--- src/rtl/move_scheduler.sv ---
// -----------------------------------------------------------------------------
// move_scheduler
//   Move-queue sequencer between spi_state_machine and dda_timer. Holds up to
//   DEPTH move descriptors (direction, step count, DDA increment) in a ring
//   buffer and hands them to the DDA one at a time. halt aborts the running
//   move and flushes the queue.
//
// Optional feature macro: MOVE_SCHED_WATCHDOG_EN
//   Defined   : a WDT_W-bit stall counter runs while a move is in RUN; when it
//               reaches all-ones without a step_tick, fault is set and the
//               scheduler flushes exactly as on halt.
//   Undefined : no watchdog counter; fault is tied low.
//
// Ports
//   CLK            in   system clock
//   reset          in   asynchronous, active-high reset
//   wr_valid       in   enqueue strobe, one descriptor per cycle
//   wr_dir         in   descriptor direction
//   wr_steps       in   descriptor step count            [STEP_W]
//   wr_increment   in   descriptor DDA increment         [INC_W]
//   halt           in   abort and flush, level-sensitive
//   step_tick      in   one-cycle pulse per step from dda_timer
//   dda_load       out  one-cycle pulse: dda_increment/dda_dir are new
//   dda_increment  out  increment of the active move     [INC_W]
//   dda_dir        out  direction of the active move
//   dda_enable     out  high while a move is running
//   buffer_dtr     out  queue not full
//   move_done      out  one-cycle pulse on move completion
//   level          out  queued entries, excluding the active move
//   overflow       out  sticky: a write was dropped because the queue was full
//   fault          out  sticky watchdog trip
// -----------------------------------------------------------------------------
module move_scheduler #(
  parameter int DEPTH  = 4,
  parameter int STEP_W = 32,
  parameter int INC_W  = 64,
  parameter int WDT_W  = 24
) (
  input  logic                     CLK,
  input  logic                     reset,
  input  logic                     wr_valid,
  input  logic                     wr_dir,
  input  logic [STEP_W-1:0]        wr_steps,
  input  logic [INC_W-1:0]         wr_increment,
  input  logic                     halt,
  input  logic                     step_tick,
  output logic                     dda_load,
  output logic [INC_W-1:0]         dda_increment,
  output logic                     dda_dir,
  output logic                     dda_enable,
  output logic                     buffer_dtr,
  output logic                     move_done,
  output logic [$clog2(DEPTH):0]   level,
  output logic                     overflow,
  output logic                     fault
);

  localparam int AW = $clog2(DEPTH);
  localparam int LW = AW + 1;

  localparam logic [1:0] S_IDLE   = 2'd0;
  localparam logic [1:0] S_LOAD   = 2'd1;
  localparam logic [1:0] S_RUN    = 2'd2;
  localparam logic [1:0] S_FINISH = 2'd3;

  // Elaboration-time guard: the pointer arithmetic relies on natural wrap.
  if (DEPTH < 2 || (DEPTH & (DEPTH - 1)) != 0 || WDT_W < 1) begin : g_bad_param
    $error("move_scheduler: DEPTH must be a power of 2 >= 2 and WDT_W >= 1");
  end

  typedef struct packed {
    logic              dir;
    logic [STEP_W-1:0] steps;
    logic [INC_W-1:0]  inc;
  } desc_t;

  desc_t             mem [DEPTH];
  desc_t             head;
  logic [AW-1:0]     rd_ptr;
  logic [AW-1:0]     wr_ptr;
  logic [1:0]        state;
  logic [1:0]        state_nxt;
  logic [STEP_W-1:0] remaining;
  logic              dda_load_q;
  logic              full;
  logic              push;
  logic              pop;
  logic              flush;
  logic              wdt_trip;

  assign full       = (level == LW'(DEPTH));
  assign buffer_dtr = !full;
  assign head       = mem[rd_ptr];

  // A watchdog trip behaves like a one-cycle internal halt.
  assign flush = halt | wdt_trip;
  // The head is consumed in the LOAD cycle; LOAD is only entered with level != 0.
  assign pop   = (state == S_LOAD) && !flush;
  assign push  = wr_valid && !full && !flush;

  // halt masks the pulses combinationally so none escape during the halt cycle.
  assign dda_load   = dda_load_q && !halt;
  assign dda_enable = (state == S_RUN) && !halt;
  assign move_done  = (state == S_FINISH) && !halt;

  // NOTE: storage array has no reset; entries are only read after being written,
  // and leaving it out of the reset tree lets it map onto plain RAM/flops.
  always_ff @(posedge CLK) begin
    if (push) mem[wr_ptr] <= '{dir: wr_dir, steps: wr_steps, inc: wr_increment};
  end

  always_comb begin
    // NOTE: default first so every path assigns state_nxt and no latch is inferred.
    state_nxt = state;
    unique case (state)
      S_IDLE:   if (level != '0) state_nxt = S_LOAD;
      S_LOAD:   state_nxt = (head.steps == '0) ? S_FINISH : S_RUN;
      S_RUN:    if (step_tick && remaining == STEP_W'(1)) state_nxt = S_FINISH;
      S_FINISH: state_nxt = (level != '0) ? S_LOAD : S_IDLE;
      default:  state_nxt = S_IDLE;
    endcase
    if (flush) state_nxt = S_IDLE;
  end

  // NOTE: non-blocking assignments in clocked blocks so every register samples
  // pre-edge values regardless of statement order.
  always_ff @(posedge CLK or posedge reset) begin
    if (reset) begin
      state         <= S_IDLE;
      rd_ptr        <= '0;
      wr_ptr        <= '0;
      level         <= '0;
      remaining     <= '0;
      overflow      <= 1'b0;
      dda_load_q    <= 1'b0;
      dda_increment <= '0;
      dda_dir       <= 1'b0;
    end else begin
      state      <= state_nxt;
      dda_load_q <= pop;

      if (flush) begin
        rd_ptr <= '0;
        wr_ptr <= '0;
        level  <= '0;
      end else begin
        if (push) wr_ptr <= wr_ptr + AW'(1);
        if (pop)  rd_ptr <= rd_ptr + AW'(1);
        unique case ({push, pop})
          2'b10:   level <= level + LW'(1);
          2'b01:   level <= level - LW'(1);
          default: ;
        endcase
      end

      if (halt)                  overflow <= 1'b0;
      else if (wr_valid && full) overflow <= 1'b1;

      // The DDA parameters survive a halt; only a new LOAD replaces them.
      if (pop) begin
        dda_increment <= head.inc;
        dda_dir       <= head.dir;
      end

      if (flush)                          remaining <= '0;
      else if (pop)                       remaining <= head.steps;
      else if (state == S_RUN && step_tick) remaining <= remaining - STEP_W'(1);
    end
  end

`ifdef MOVE_SCHED_WATCHDOG_EN
  logic [WDT_W-1:0] wdt_cnt;

  // Trip only when the counter is saturated and no step arrives this cycle.
  assign wdt_trip = (state == S_RUN) && !step_tick && (&wdt_cnt);

  always_ff @(posedge CLK or posedge reset) begin
    if (reset) begin
      wdt_cnt <= '0;
      fault   <= 1'b0;
    end else begin
      if (state != S_RUN || step_tick || flush) wdt_cnt <= '0;
      else                                      wdt_cnt <= wdt_cnt + WDT_W'(1);

      if (halt)          fault <= 1'b0;
      else if (wdt_trip) fault <= 1'b1;
    end
  end
`else
  assign wdt_trip = 1'b0;
  assign fault    = 1'b0;
`endif

endmodule
--- config.mk ---
export PLATFORM = sky130hd
export DESIGN_NAME = move_scheduler
export DESIGN_NICKNAME = d
export VERILOG_FILES = /design/src/rtl/move_scheduler.sv
export SDC_FILE = /design/constraint.sdc
export NUM_CORES = 1
export LEC_CHECK = 0
export BUFFER_PORTS_ARGS = -buffer_cell sky130_fd_sc_hd__buf_2
export CAP_MARGIN = 30
export CORE_MARGIN = 3
export CORE_UTILIZATION = 53
export DETAILED_ROUTE_END_ITERATION = 12
export MAX_ROUTING_LAYER = met4
export PLACE_DENSITY = 0.79
export SYNTH_ARGS = -nofsm -noshare
export SYNTH_HDL_FRONTEND = slang
export SYNTH_SLANG_ARGS = --single-unit
--- constraint.sdc ---
create_clock -name CLK -period 3.64 [get_ports CLK]
set_input_delay 0.728 -clock CLK [delete_from_list [all_inputs] [get_ports CLK]]
set_output_delay 0.728 -clock CLK [all_outputs]
set_load 0.05 [all_outputs]
==> key figures, run 1 <==
Status
  • Status: finished, final reports clean

Run
  • Max-cap violations: 0

GRT
  • Overflow after GRT: 0
  • Initial antenna violation count: 9
  • Met1 Usage GRT: 26.9%
  • Met3 Use GR: 6.25%
  • Global routing usage on met2: 32.2%
  • Vias in the first global route: 10300
  • Busiest grt layer: met2
  • Largest net degree at the start of global routing: 67
  • First-pass GRT wire length: 59300 microns
  • GRT Overall Usage: 20.7%

Timing
  • Worst Tran Pin Value: 0.745 ns
  • Fin crit share: 72.3%
  • Max Fclk: 380 MHz
  • Setup TNS after final layout: 0 ns
  • Final Max Slew Viols: 0
  • Unrepaired setup endpoints after global routing: false
  • Hold Vio Cnt, Final: 0
  • Worst slew margin: 50.0%
  • Minimum clock period: 2.63 ns
  • Clock Skews: 0.0247 ns
  • Setup violations, final: 0

Die
  • DIE WIDTH: 196 microns
  • Rows: 68
  • Die area: 38400 sq um
  • Boundary Pins: 176
  • Core ar.: 35100 sq um
  • Die Ht: 196 microns
  • Initial core utilization: 54.5%

CTS
  • Postcts setup bufs: 0
  • H-tree depth: 2
  • Largest buffer count on any clock path: 3
  • Latest clock arrival within the worst-skew pair: 0.56 ns
  • Cts hold-fix bufs: 0
  • # clock sinks: 496
  • Resized Gates After CTS: 0
  • Worst-path clk slew: 0.06 ns
  • Root Driver: clkbuf_16
  • Num CTS Buffers: 50
  • TritonCTS clock tree: yes

Logic synthesis
  • Syn Std Cell Area: 19100 sq um
  • Synth warn: 0
  • Multiplexer area fraction after synthesis: 15.3%
  • Synthesized flop and latch total: 496
  • Post-synthesis adder-cell area fraction: 0.760%
  • Synth Area in Compound Gates: 2.07%
  • Syn Nets: 1063
  • Distinct cells, synth: 55
  • Synth Flop Type: edfxtp_1
  • Syn Area/Cell: 20.1 sq um
  • Largest family of logic cells by synthesized area: multiplexers
  • Post-Synth Simple-Gate Area: 3.91%
  • Post-synthesis xor/xnor area fraction: 1.38%
  • Post-synth ARST share: 21.8%
  • Post-synth EDFFs: 388
  • Sequential fraction of the synthesis area: 75.1%
  • Post-Syn Instances: 950

Power
  • Maximum vdd ir drop: 0.694 mV
  • Leak: 7.86 nW
  • Pwr/cell area: 812 nW/um^2

Route
  • Post-Route WL: 38300 microns
  • Iter 0 DRT Violations: 650
  • Vias: 9635
  • # DRC: 0
  • Routed wire per std cell: 23.0 microns
  • Pre-antenna DRT Iters: 7
  • DR vias/cell: 5.79
  • Post-DRT Antenna Nets: 0

Placement
  • IO Port Bufs: 174
  • GPL Wtd Cong: 0.833
  • Final HPWL DP: 23500 microns

Worst setup path
  • Worst path arrival time: 3.13 ns
  • Critical Path Max Stage Delay: 0.81 ns
  • RR Startpoint: rd_ptr[0]
  • CP top delay family: flip-flops
  • CP startpoint kind: flop
  • Crit path buffers/inverters: 0
  • Worst path required time: 4.14 ns
  • Setup slack, reg-to-reg: 1.01 ns
  • CP cell instances: mux4_2, nor4_1, nand2_1, o31a_1, nor2_1
  • Slowest CP cell: dfrtp_4
  • WS Path Type: flop to flop
  • Cell count of the worst reg-to-reg path: 5
  • R2r endpoint: state[0]
  • CP Capture Type: flop
  • Critical Path Fanout Max: 31

Layout
  • End-of-flow core utilization: 64.1%
  • Commonest cells after routing, fill and taps aside: edfxtp_1, buf_2, dfrtp_1
  • Share of post-route cells with drive strength above 1: 39.1%
  • Commonest non-fill, non-tap cell in the layout: edfxtp_1
  • Area Overhead vs Synth: 17.5%
  • Nets: 1269

Min path
  • HP Class: input port to async pin
==> how the worst max path moves through the flow <==
stage                           to      start  slack [ns]  cells past startpoint
final                     state[0]  rd_ptr[0]        1.01                      5
after global routing      state[0]  rd_ptr[0]        0.71                      6
after CTS                 state[0]  rd_ptr[0]        0.95                      5
after global placement    state[0]  rd_ptr[0]        0.93                      6
after floorplan            dda_dir      reset        0.07                      1
after detailed placement  state[0]  rd_ptr[0]        0.97                      6
==> routing by layer <==
metal | up-vias | wire length, microns
li1 | 4267 | -
met1 | 5009 | 15700
met2 | 281 | 18800
met3 | 78 | 2880
met4 | 0 | 994
met5 | - | 0
==> cell usage after synthesis, drive strengths merged, types with 2 or more instances <==
cell type    n  area share, %
a211oi      20           0.84
o21ai       12           0.31
or2          2          0.065
mux4        97             11
nor4b        3           0.14
mux2        65            3.8
nand3        9           0.26
inv         10           0.20
a31oi        3          0.098
clkbuf      19           0.37
or4          5           0.24
xnor2       13           0.60
nand4       16           0.56
nand4b       2          0.092
dfrtp      108             14
nor2b        3          0.098
buf         29           0.84
a21oi       11           0.29
ha          10           0.65
nor2        48           0.94
edfxtp     388             61
nand2        7           0.14
and2         6           0.20
a311oi       3           0.14
nor4        15           0.57
o31a         2          0.092
xor2        17           0.78
nor3        11           0.37
==> sequential cells by signal, indices dropped and copies added (netlist names) <==
name	count
mem	388
dda_increment	64
dda_dir	1
level	3
remaining	32
rd_ptr	2
state	2
overflow	1
wr_ptr	2
dda_load_q	1
==> cells by family after synthesis <==
family | after synthesis
mux | 163
compound gates | 58
xor+xnor | 30
simple gates | 133
other cells | 1
buf+inv | 58
fa+ha+maj | 11
flops | 496
==> per-stage QoR <==
| step | hold WS (ns) | setup WS (ns) | power [mW] | cell area, sq um | cells |
|---|---|---|---|---|---|
| 4_1_cts | 0.308 | 0.954 | 18.4 | 22400 | 1653 |
| 6_report | 0.272 | 1.01 | 18.2 | 22500 | 1664 |
| 2_1_floorplan | 0.520 | 0.0664 | 11.7 | 19100 | 950 |
| 5_1_grt | 0.308 | 0.712 | 19.0 | 22500 | 1662 |
| 3_3_place_gp | 0.484 | 0.933 | 12.9 | 20700 | 1559 |
| 3_5_place_dp | 0.489 | 0.970 | 13.1 | 20700 | 1559 |
==> where the power goes <==
part / switching (mW) / leakage [nW] / internal, mW / total, mW
Combinational: 3.32 / 2.14 / 2.02 / 5.34
Sequential: 0.615 / 4.86 / 6.98 / 7.59
Clock: 2.10 / 0.862 / 3.20 / 5.30
==> worst register-to-register path, delay by kind of cell (launching register included) <==
kind	cells	cell delay [ns]
AND/OR/NAND/NOR	3	0.78
multiplexers	1	0.67
AO/OA/AOI/OAI	1	0.30
flip-flops	1	0.81
==> area by class of cell <==
class                           instances  area, sq um
Sequential cell                       496        14400
Clock buffer                           69         1430
Fill cell                            2428        12600
Multi-Input combinational cell        396         4500
Clock inverter                         25          307
Antenna cell                           11         27.5
Timing Repair Buffer                  202         1220
Tap cell                              455          569
Inverter                               10         40.0
Note: power is estimated with default switching activity, not from simulation.
==> run 2: changes to the inputs <==
ABC_AREA = 1   (was unset)
CORE_UTILIZATION = 54   (was 53)
PLACE_DENSITY = 0.8   (was 0.79)
clock period = 2.1 ns   (was 3.64 ns; I/O delays follow)
==> key figures, run 2 <==
Logic synthesis
  • Syn Std Cell Area: 19900 sq um (+4.4%)
  • Syn Area/Cell: 11.5 sq um (-43%)
  • Synth Flop Type: edfxtp_1
  • Share of the synthesized area in the top cell type: 58.4% (-2.6 points)
  • Syn Nets: 1852 (+74%)
  • Synthesized flop and latch total: 496 (unchanged)
  • Top-count cell post-synth: edfxtp_1
  • Synth cell count leaders: edfxtp_1, nor2_1, nand2_1
  • Largest family of logic cells by synthesized area: simple AND/OR/NAND/NOR gates
  • Distinct cells, synth: 34 (-38%)
  • Synth warn: 0 (unchanged)
  • Synth Area in Compound Gates: 7.50% (+5.4 points)
  • Post-synth ARST share: 21.8% (unchanged)
  • Post-synthesis xor/xnor area fraction: 0.483% (-0.89 points)
  • Sequential fraction of the synthesis area: 72.0% (-3.2 points)
  • Post-synth EDFFs: 388 (unchanged)
  • Post-synthesis adder-cell area fraction: 0.728% (-0.032 points)
  • Post-Synth Simple-Gate Area: 15.7% (+12 points)
  • Multiplexer area fraction after synthesis: 0% (-15 points)
  • Synth area leaders: edfxtp_1, dfrtp_1, nor2_1
  • Cell taking the most area after synthesis: edfxtp_1
  • Post-Syn Instances: 1739 (+83%)

GRT
  • Vias in the first global route: 13600 (+33%)
  • First-pass GRT wire length: 73900 microns (+24%)
  • GRT Overall Usage: 24.9% (+4.2 points)
  • Overflow after GRT: 0 (unchanged)
  • Largest net degree at the start of global routing: 98 (+46%)
  • Initial antenna violation count: 15 (+6)

Timing
  • Minimum clock period: 2.05 ns
  • Max Fclk: 488 MHz
  • Unrepaired setup endpoints after global routing: true
  • Worst Slack Setup Final: 0.0520 ns (-0.955 ns)
  • Fin crit share: 97.5%
  • Setup violations, final: 0 (unchanged)
  • Final Max Slew Viols: 0 (unchanged)
  • Clock Skews: 0.0226 ns (-0.00215 ns)
  • Hold Vio Cnt, Final: 0 (unchanged)

CTS
  • # clock sinks: 496 (unchanged)
  • Num CTS Buffers: 48 (-4.0%)
  • TritonCTS clock tree: yes
  • Largest buffer count on any clock path: 3 (unchanged)
  • Latest clock arrival within the worst-skew pair: 0.57 ns (about the same)
  • Postcts setup bufs: 0 (unchanged)
  • H-tree depth: 2 (unchanged)
  • Root Driver: clkbuf_16
  • Worst-path clk slew: 0.06 ns (about the same)

Worst setup path
  • WS Path Type: flop to primary output
  • Worst path arrival time: 1.63 ns (-1.50 ns)
  • CP startpoint kind: flop
  • RR Startpoint: rd_ptr[0]
  • Critical Path Max Stage Delay: 0.42 ns (-0.39 ns)
  • Worst path required time: 1.68 ns (-2.46 ns)
  • R2r endpoint: dda_increment[12]
  • Critical Path Fanout Max: 4 (-87%)
  • Setup slack, reg-to-reg: 0.12 ns (-0.89 ns)
  • Slowest CP cell: dfrtp_1
  • CP Capture Type: primary output
  • CP cell instances: inv_2, ha_2, inv_1, nor2_2, buf_6
  • Cell count of the worst reg-to-reg path: 5 (unchanged)

Power
  • Flop pwr share: 40.5% (-1.1 points)
  • Comb power frac: 32.4% (+3.1 points)
  • Net Switching: 11.9 mW (+98%)
  • Leak: 8.99 nW (+14%)
  • Clock network power share: 27.2% (-1.9 points)
  • Internal Power: 19.8 mW (+62%)
  • Pwr/cell area: 1350 nW/um^2 (+67%)
  • Net Sw Frac: 37.6% (+4.5 points)
  • Maximum vdd ir drop: 1.00 mV (+45%)

Layout
  • Flip-flop and latch area: 14400 sq um (about the same)
  • Area Overhead vs Synth: 17.6% (about the same)
  • Multi-input logic area: 4950 sq um (+10%)
  • Nets: 2042 (+61%)
  • Commonest cells after routing, fill and taps aside: edfxtp_1, nor2_1, nand2_1
  • Largest Register: mem
  • Share of post-route cells with drive strength above 1: 16.9% (-22 points)
  • Fill count: 2481 (+2.2%)
  • Max reg flops: 388 (unchanged)
  • Commonest non-fill, non-tap cell in the layout: edfxtp_1
  • Design area: 23400 sq um (+4.4%)
  • Largest regs: mem x388, dda_increment x64, remaining x32

Die
  • Die Ht: 198 microns (+1.2%)
  • Core ar.: 36000 sq um (+2.7%)
  • DIE WIDTH: 198 microns (+1.2%)
  • Die area: 39300 sq um (+2.4%)
  • Initial core utilization: 55.4% (+0.89 points)
  • Rows: 69 (+1.5%)
  • Boundary Pins: 176 (unchanged)

Route
  • DR vias/cell: 5.58 (-3.6%)
  • Routed wire per std cell: 19.3 microns (-16%)
  • Iter 0 DRT Violations: 1431 (+120%)
  • Vias: 13700 (+42%)
  • # DRC: 0 (unchanged)
  • Pre-antenna DRT Iters: 5 (-2)
  • Post-Route WL: 47200 microns (+23%)
  • Post-DRT Antenna Nets: 0 (unchanged)

Run
  • Max-cap violations: 0 (unchanged)

Placement
  • Final HPWL DP: 29300 microns (+25%)
  • Pre-CTS setup slack: 0.139 ns (-0.831 ns)
  • IO Port Bufs: 174 (unchanged)
  • Area after DPL: 21800 sq um (+5.2%)
  • GPL Wtd Cong: 0.959 (+15%)

Min path
  • Hold Path Stages: 1
  • HP Class: input port to flop
  • Hold Path End: mem[0][22]
  • Hold path startpoint: wr_increment[22]

Status
  • Status: finished, final reports clean
[run 2: changes by cell type after synthesis, moves of 14 or more]
cell      before  now
a31oi_1        3   68
a21oi_1       11   30
a211oi_1      18    0
nand3_1        8  103
nand2_1        7  272
mux4_2        97    0
nor4_1        14    0
o21ai_0       10  165
buf_2         14   40
clkbuf_1      19   34
inv_1          9   64
nor2_1        48  387
mux2_2        65    0
[run 2: power by group through the flow]
stage          combinational [mW]  clock (mW)  sequential (mW)
6_report                     10.3        8.62             12.8
5_1_grt                      11.3        9.11             13.0
3_3_place_gp                 9.87           0             13.0
3_5_place_dp                 10.1           0             13.0
4_1_cts                      10.2        8.74             12.8
2_1_floorplan                5.15           0             14.9
[run 2: kinds of logic after synthesis]
group / count (synthesis)
AOI/OAI and AO/OA: 277
and+or+nand+nor: 785
other: 1
buffers and inverters: 158
xor gates and xnor gates: 11
adders and majority gates: 11
DFF: 496
[run 2: final cells by class]
type,count,share of cell area (%)
antenna,16,0.171
clock buffer,69,5.80
clock inverter,21,1.07
inverter,67,1.10
multi-input combinational,1085,21.1
sequential,496,61.3
tap,461,2.46
timing repair buffer,231,7.03
[run 2: routing by layer]
layer / GRT usage, % / routed length, microns / vias to the layer above / share of wire (%)
met5: - / 0 / - / 0
met4: 8.65 / 1090 / 0 / 2.3
met3: 5.60 / 4380 / 89 / 9.3
met2: 38.6 / 22800 / 595 / 48
met1: 33.0 / 19000 / 6558 / 40
li1: - / - / 6414 / -
[run 2: worst max-delay path by stage]
stage / cells after the start / slack (ns) / from / end
after floorplan: 4 / -0.82 / level[0] / mem[0][0]
after global placement: 11 / 0.19 / state[1] / remaining[4]
after detailed placement: 11 / 0.14 / state[1] / remaining[4]
after CTS: 5 / 0.01 / state[0] / dda_enable
after global routing: 5 / -0.05 / state[0] / dda_enable
final: 5 / 0.05 / state[0] / dda_enable
[run 2: critical path, delay by kind of cell (launching register included)]
family | cells | cell delay, ns
flip-flops | 1 | 0.42
AND/OR/NAND/NOR | 1 | 0.14
adder cells (fa/ha/maj) | 1 | 0.20
buffers and inverters | 3 | 0.31
[run 2: repair_timing]
item | 4_1_cts | 5_1_grt
hold endpoints to repair | 81 | 0
gates resized for setup | 3 | 3
setup endpoints to repair | 1 | 3
gates cloned | 0 | 0
pin swaps | 0 | 1
hold buffers | 1 | 0
[run 2: through the flow]
stage | TNS, ns | power (mW) | util (%) | hold WS [ns] | cells
6_report | 0 | 31.7 | 65.1 | 0.0584 | 2446
5_1_grt | -0.0462 | 33.3 | 65.1 | 0.0473 | 2444
4_1_cts | 0 | 31.8 | 65.0 | 0.0337 | 2430
3_5_place_dp | 0 | 23.1 | 60.5 | 0.490 | 2339
3_3_place_gp | 0 | 22.8 | 60.5 | 0.481 | 2339
2_1_floorplan | -313.09 | 20.1 | - | 0.464 | 1739
